`src/rtl/rc_drive_pwm.sv`:
```
// rtl/rc_drive_pwm.sv - multi-channel RC servo/ESC pulse generator with slew, watchdog and laser fire one-shot
module rc_drive_pwm #(
  parameter int NCH           = 2,
  parameter int FRAME_TICKS   = 1000000,
  parameter int NEUTRAL_TICKS = 75000,
  parameter int SPAN_TICKS    = 25000,
  parameter int STEP_TICKS    = 2500,
  parameter int WD_FRAMES     = 25,
  parameter int FIRE_TICKS    = 5000000,
  parameter int COOL_TICKS    = 25000000
) (
  input  logic             clk,
  input  logic             rst_n,
  input  logic [2*NCH-1:0] cmd,
  input  logic             cmd_strobe,
  input  logic             fire_req,
  output logic [NCH-1:0]   pwm_out,
  output logic             fire,
  output logic             failsafe,
  output logic             frame_start
);

  localparam int CW   = $clog2(FRAME_TICKS + 1);
  localparam int WW   = $clog2(WD_FRAMES + 1);
  localparam int TMAX = (FIRE_TICKS > COOL_TICKS) ? FIRE_TICKS : COOL_TICKS;
  localparam int TW   = $clog2(TMAX + 1);

  localparam logic [CW-1:0] LAST = CW'(FRAME_TICKS - 1);
  localparam logic [CW-1:0] NEU  = CW'(NEUTRAL_TICKS);
  localparam logic [CW-1:0] HI   = CW'(NEUTRAL_TICKS + SPAN_TICKS);
  localparam logic [CW-1:0] LO   = CW'(NEUTRAL_TICKS - SPAN_TICKS);
  localparam logic [CW-1:0] STEP = CW'(STEP_TICKS);
  localparam logic [WW-1:0] WD_MAX = WW'(WD_FRAMES);

  typedef enum logic [1:0] {S_IDLE, S_FIRE, S_COOL} fire_state_t;

  logic [CW-1:0]    cnt;
  logic             wrap;
  logic [2*NCH-1:0] cmd_q;
  logic [CW-1:0]    width    [NCH];
  logic [CW-1:0]    dec      [NCH];
  logic [CW-1:0]    target   [NCH];
  logic [CW-1:0]    width_nx [NCH];
  logic [NCH-1:0]   pwm_nx;
  logic [WW-1:0]    wd, wd_nx;
  logic             failsafe_nx;
  logic [2:0]       sync;
  logic             rise;
  fire_state_t      state, state_nx;
  logic [TW-1:0]    timer, timer_nx;
  logic             fire_nx;

  assign wrap = (cnt == LAST);
  // Gated by rst_n so the pulse stays low while the counter is parked at zero in reset.
  assign frame_start = rst_n & (cnt == '0);

  // Free-running frame counter
  always_ff @(posedge clk or negedge rst_n) begin
    if (!rst_n)    cnt <= '0;
    else if (wrap) cnt <= '0;
    else           cnt <= cnt + CW'(1);
  end

  // Command capture on strobe
  always_ff @(posedge clk or negedge rst_n) begin
    if (!rst_n)          cmd_q <= '0;
    else if (cmd_strobe) cmd_q <= cmd;
  end

  // Decode, failsafe override, slew step and pulse compare per channel
  always_comb begin
    for (int i = 0; i < NCH; i++) begin
      dec[i]      = NEU;
      target[i]   = NEU;
      width_nx[i] = width[i];
      pwm_nx[i]   = 1'b0;
      case (cmd_q[2*i +: 2])
        2'b01:   dec[i] = HI;
        2'b10:   dec[i] = LO;
        default: dec[i] = NEU;
      endcase
      target[i] = failsafe ? NEU : dec[i];
      if (target[i] >= width[i])
        width_nx[i] = ((target[i] - width[i]) <= STEP) ? target[i] : width[i] + STEP;
      else
        width_nx[i] = ((width[i] - target[i]) <= STEP) ? target[i] : width[i] - STEP;
      pwm_nx[i] = (cnt < width[i]);
    end
  end

  // Widths change only at the frame boundary so every pulse is whole
  always_ff @(posedge clk or negedge rst_n) begin
    if (!rst_n) begin
      for (int i = 0; i < NCH; i++) width[i] <= NEU;
    end else if (wrap) begin
      for (int i = 0; i < NCH; i++) width[i] <= width_nx[i];
    end
  end

  // Registered pulse outputs, one clock behind the compare
  always_ff @(posedge clk or negedge rst_n) begin
    if (!rst_n) pwm_out <= '0;
    else        pwm_out <= pwm_nx;
  end

  // Watchdog next state; strobe beats a coincident wrap, count saturates at the limit
  always_comb begin
    wd_nx = wd;
    if (cmd_strobe)                   wd_nx = '0;
    else if (wrap && (wd != WD_MAX))  wd_nx = wd + WW'(1);
    failsafe_nx = !cmd_strobe && (failsafe || (wd_nx == WD_MAX));
  end

  // Watchdog registers; failsafe is on out of reset until the first command
  always_ff @(posedge clk or negedge rst_n) begin
    if (!rst_n) begin
      wd       <= '0;
      failsafe <= 1'b1;
    end else begin
      wd       <= wd_nx;
      failsafe <= failsafe_nx;
    end
  end

  // Two-stage synchroniser plus one history flop for edge detect
  always_ff @(posedge clk or negedge rst_n) begin
    if (!rst_n) sync <= '0;
    else        sync <= {sync[1:0], fire_req};
  end

  assign rise = sync[1] & ~sync[2];

  // Fire FSM state, timer and registered laser enable
  always_ff @(posedge clk or negedge rst_n) begin
    if (!rst_n) begin
      state <= S_IDLE;
      timer <= '0;
      fire  <= 1'b0;
    end else begin
      state <= state_nx;
      timer <= timer_nx;
      fire  <= fire_nx;
    end
  end

  // Fire FSM next state; edges outside IDLE are dropped
  always_comb begin
    state_nx = state;
    timer_nx = timer;
    case (state)
      S_IDLE: begin
        if (rise && !failsafe) begin
          state_nx = S_FIRE;
          timer_nx = TW'(FIRE_TICKS - 1);
        end
      end
      S_FIRE: begin
        if (failsafe || (timer == '0)) begin
          state_nx = S_COOL;
          timer_nx = TW'(COOL_TICKS - 1);
        end else begin
          timer_nx = timer - TW'(1);
        end
      end
      S_COOL: begin
        if (timer == '0) state_nx = S_IDLE;
        else             timer_nx = timer - TW'(1);
      end
      default: state_nx = S_IDLE;
    endcase
    fire_nx = (state_nx == S_FIRE);
  end

endmodule

```
`config.mk`:
```
export PLATFORM = sky130hd
export DESIGN_NAME = rc_drive_pwm
export DESIGN_NICKNAME = d
export VERILOG_FILES = /design/src/rtl/rc_drive_pwm.sv
export SDC_FILE = /design/constraint.sdc
export NUM_CORES = 1
export LEC_CHECK = 0
export CAP_MARGIN = 20
export CORE_MARGIN = 5
export CORE_UTILIZATION = 35
export CTS_BUF_LIST = sky130_fd_sc_hd__clkbuf_2
export CTS_CLUSTER_DIAMETER = 80
export DETAILED_ROUTE_END_ITERATION = 8
export PLACE_DENSITY_LB_ADDON = 0.08
export SLEW_MARGIN = 20
export SYNTH_ARGS = -nofsm -noshare
export SYNTH_HDL_FRONTEND = slang
export SYNTH_SLANG_ARGS = --single-unit
```
`constraint.sdc`:
```
create_clock -name clk -period 6.1 [get_ports clk]
set_clock_uncertainty 0.05 [all_clocks]
set_input_delay 1.22 -clock clk [delete_from_list [all_inputs] [get_ports clk]]
set_output_delay 1.22 -clock clk [all_outputs]
set_load 0.05 [all_outputs]
```
After elaboration in Yosys (flattened, before gate mapping)
Cells that the tools add are included.
- bits in registers: 103
- output and inout bits: 5
- logic and storage cells: 78
- add/subtract/negate cells: 11
- $lt $le $gt $ge: 8
- muxes and demuxes: 21
- equal/unequal tests: 12
- bitwise operators: 3
- reductions and logical operators: 12
- operators with widths (operator ; count):
    2-to-1 mux 20 bit ; 9
    <= comparator 20 x 12 -> 1 bit, second input constant ; 4
    subtractor 20 bit ; 4
    2-to-1 mux 25 bit ; 3
    one-hot mux 25 bit (3 select lines) ; 1
    one-hot mux 17 bit (2 select lines) ; 2
    adder 20 x 12 -> 20 bit, second input constant ; 2
    >= comparator 20 bit ; 2
    < comparator 20 bit ; 2
    subtractor 20 x 12 -> 20 bit, second input constant ; 2
    zero test 25 bit ; 1
    subtractor 25 x 1 -> 25 bit, second input constant ; 1
    adder 20 x 1 -> 20 bit, second input constant ; 1
    equality test 20 bit, second input constant ; 1
    zero test 20 bit ; 1
    2-to-1 mux 5 bit ; 2
    equality test 2 x 1 -> 1 bit, second input constant ; 4
    equality test 2 bit, second input constant ; 3
    2-to-1 mux 2 bit ; 3
    one-hot mux 2 bit (3 select lines) ; 1
    adder 5 x 1 -> 5 bit, second input constant ; 1
    equality test 5 bit, second input constant ; 1
    inequality test 5 bit, second input constant ; 1
    inequality test 2 bit, second input constant ; 2
    other kinds (8) ; 13

Longest topological paths before layout
- word-level depth: 7
- depth in mapped cells: 19
- mapped depth without buffers: 16

Worst setup path before layout
Ideal clock, no wire load.
- path kind: register to register
- start: register cmd_q[0]
- end: register width[31] (netlist name)
- setup slack: 1.669 ns
- data arrival time: 4.245 ns
- period minus slack after synthesis: 4.431 ns
- library setup time: 0.136 ns
- data required time: 5.914 ns
- stages on the path, launching flop included: 19
- path buffers: 2
- cells stage by stage: dfrtp_1 -> inv_1 -> ha_1 -> nor2_1 -> inv_1 -> ha_1 -> fa_1 -> nand2b_1 -> a21oi_1 -> o21ai_0 -> a21oi_1 -> o2111ai_1 -> or4b_2 -> o31ai_1 -> clkbuf_1 -> buf_2 -> o22ai_1 -> o21ai_0 -> o31ai_1
- longest elaborated chain between the ends: 7
- elaborated cells between the ends (all ways): 12
- those cells by class: 2 x add/sub; 3 x order compare; 2 x eq/ne; 5 x mux
- ends and longest elaborated chain (item ; line ; text):
    start: declaration ; 39 ; logic [2*NCH-1:0] cmd_q;
    start signal: assignment ; 67 ; else if (cmd_strobe) cmd_q <= cmd;
    equality test 2 bit / equality test 2 x 1 -> 1 bit (equally long branches) ; 77 ; case (cmd_q[2*i +: 2])
    one-hot mux 17 bit (2 select lines) * ; 77 ;
    2-to-1 mux 20 bit * ; 82 ; target[i] = failsafe ? NEU : dec[i];
    subtractor 20 bit (on tied branches) ; 86, 84 ;
    <= comparator 20 x 12 -> 1 bit (on tied branches) ; 86, 84 ;
    2-to-1 mux 20 bit (on tied branches) ; 86, 84 ;
    2-to-1 mux 20 bit * ; 83 ; if (target[i] >= width[i])
    end: declaration ; 40 ; logic [CW-1:0] width [NCH];
Mark *: on every way between the ends. The rest lies on a longest branch, timed or not.
A chain may end at the register's enable or synchronous reset.

Final worst setup path
- start: register cmd_q[0]
- end: register width[26] (netlist name)
Same word-level chain as after synthesis.

==> flow_summary_export.csv <==
group,metric,value,unit
status,status,"completed",
clock_network,cts_tree,"done",
pwr,leakage,0.00450,uW
placement,port_buffers,12,
logic_synthesis,syn_avg_cell_area,7.91,um^2
clock_network,clkTransAtPathRegs,0.30,ns
die,start_util,35.5,%
setup_path,start_kind,"flop",
timing,layout_setup_ws,0.824,ns
logic_synthesis,synth.area.top_cells,"dfrtp_1, ha_1, a21oi_1",
die,row_count,63,
detailed_routing,via_per_inst,5.81,
placement,gp_congestion,0.848,
clock_network,post_cts_resized,0,
finish,final_common_cell,"nor2_1",
grt,grt_use_total,19.4,%
die,design.core.area,29600,um^2
logic_synthesis,synthArstFlopShare,100,%
detailed_routing,post_drt_wl_per_cell,19.1,um
logic_synthesis,yosysWarnings,0,
logic_synthesis,syn_inst,1329,
setup_path,worstPathMaxFanout,10,
placement,dp_cells,1683,
timing,finalHoldViolations,0,
grt,grt_first_pass_wirelength,53500,um
detailed_routing,routed_wl,32500,um
logic_synthesis,yosys.area.top_type,"dfrtp_1",
timing,slew_violations,0,
die,fp.dieArea,33600,um^2
timing,period_minus_slack,5.28,ns
detailed_routing,ant_nets,0,
setup_path,crit_arrival,5.85,ns
placement,dp_hpwl,24200,um
clock_network,ctsHoldBuffers,0,
detailed_routing,first_pass_iters,6,
logic_synthesis,syn-cell-area,10500,um^2
timing,rsz0062_at_grt,"false",
clock_network,post_cts_buffers,0,
clock_network,clock-sinks,99,
timing,setup_viol,0,
finish,utilization,37.4,%
grt,grt_overflow,0,
timing,relSlewSlack,30.9,%
logic_synthesis,syn-num-nets,1452,
setup_path,crit_path_end_kind,"flop",
setup_path,cp.required,6.68,ns
clock_network,cts_root_buf,"clkbuf_2",
detailed_routing,vias,9880,
hold_path,min_path_type,"flop to flop",
timing,fmax,190,MHz
finish,final_cell_mix,"nor2_1, ha_1, a21oi_1, nand2_1",
finish,drive_gt1_share,6.57,%
placement,place_worst_setup_slack,0.884,ns
grt,grt_max_degree,55,
timing,finalSetupTns,0,ns
clock_network,cts.path.max_buffers,2,
detailed_routing,first_iter_violations,935,
timing,worst_pin_slew,1.04,ns
logic_synthesis,ys_seq_elements,99,
finish,layout.cells.non_filler,1701,
timing,min_period_over_period,86.5,%
setup_path,critPathKind,"flop to flop",
die,ios,13,
grt,grt_antenna_before_repair,1,
logic_synthesis,synth_cell_types,90,
finish,area_delta_synth_final,5.45,%
detailed_routing,remaining_drc_errors,0,
clock_network,numCtsBuffers,9,
logic_synthesis,synthFlopType,"dfrtp_1",
timing,whs,0.335,ns
logic_synthesis,yosysTopAreaCellShare,19.5,%
logic_synthesis,synth_edf_count,0,
die,die_x,183,um
clock_network,htreeDepth,3,
pwr,irDropWorstVdd,0.162,mV
clock_network,clock_latency,0.64,ns
pwr,power_density,168,nW/um^2
run,max-cap-violations,0,
grt,grt_pass1_vias,9463,
die,die_h,183,um
logic_synthesis,ys_seq_area_share,23.8,%
finish,nets,1427,
## path summary, 6_finish.rpt
path,depth (start not counted),from,slack (ns),endpoint
setup / recovery,16,cmd_q[0],0.82,width[26]
hold / removal,0,sync[0],0.34,sync[1]
setup reg to reg,16,cmd_q[0],0.82,width[26]
hold reg to reg,0,sync[0],0.34,sync[1]
max in group asynchronous,3,rst_n,4.14,timer[15]
min in group asynchronous,2,rst_n,0.64,pwm_out[1]
## worst max-delay path: stages, from the launching register on
cell       delay (ns)
dfrtp_1          0.41
inv_1            0.06
ha_1             0.29
nor2_1           0.42
inv_1            0.29
ha_1             0.28
fa_1             0.40
nand2b_1         0.22
a21oi_1          0.30
o21ai_0          0.23
a21oi_1          0.19
o2111ai_1        0.14
or4b_2           0.69
nor3_1           0.35
nor2_1           0.29
a221o_1          0.38
a221o_1          0.29
## cell usage after synthesis (all sizes together), types with 12 or more instances
cell type	instances
a211oi	16
a21o	15
a21oi	108
and2	12
and3	14
buf	15
clkbuf	47
dfrtp	82
dfstp	17
ha	111
inv	79
mux2i	16
nand2	91
nand2b	16
nand3	36
nand4	24
nor2	126
nor2b	16
nor3	52
nor4	22
o211ai	20
o21a	23
o21ai	84
o22ai	15
o31ai	13
or3	17
xnor2	50
xor2	18
## kinds of logic (layout without fill, tap and decap cells)
logic type      after synthesis  in the layout  share of synthesized area (%)
simple gates                465            465                           22.3
buf+inv                     142            122                           5.49
flops                        99             99                           23.8
mux                          22             22                           2.17
xor+xnor                     68             68                           5.67
fa+ha+maj                   115            115                           14.0
compound gates              418            418                           26.6
other cells                   0              2                              0
## registers in the layout (all words and copies together), names as in the netlist, 2 cells and up
register	cells
width	36
timer	25
cnt	20
wd	5
cmd_q	4
sync	3
pwm_out	2
state	2
## routing by layer
layer | vias to the layer above | GRT usage, % | share of wire [%]
li1 | 4864 | - | -
met1 | 4802 | 29.5 | 52
met2 | 198 | 29.8 | 44
met3 | 16 | 2.82 | 3.4
met4 | 0 | 2.80 | 0.74
met5 | - | 0 | 0
## final cells by class
type,count,area [um^2]
Fill cell,3163,18600
Sequential cell,99,2500
Clock buffer,12,60.1
Clock inverter,4,52.6
Inverter,80,300
Antenna cell,2,5.00
Multi-Input combinational cell,1088,7460
Timing Repair Buffer,26,223
Tap cell,390,488
## metrics by stage
stage / total power, uW / cell area (um^2)
floorplan: 1340 / 10500
global placement: 1520 / 11000
detailed placement: 1520 / 11000
CTS: 1880 / 11100
global route: 2010 / 11100
finish: 1870 / 11100
## power by group
| part | total [uW] | internal, uW | switching, uW |
|---|---|---|---|
| sequential | 746 | 704 | 42.3 |
| combinational | 774 | 278 | 496 |
| clock | 345 | 101 | 244 |
(Power assumes the default switching activity.)
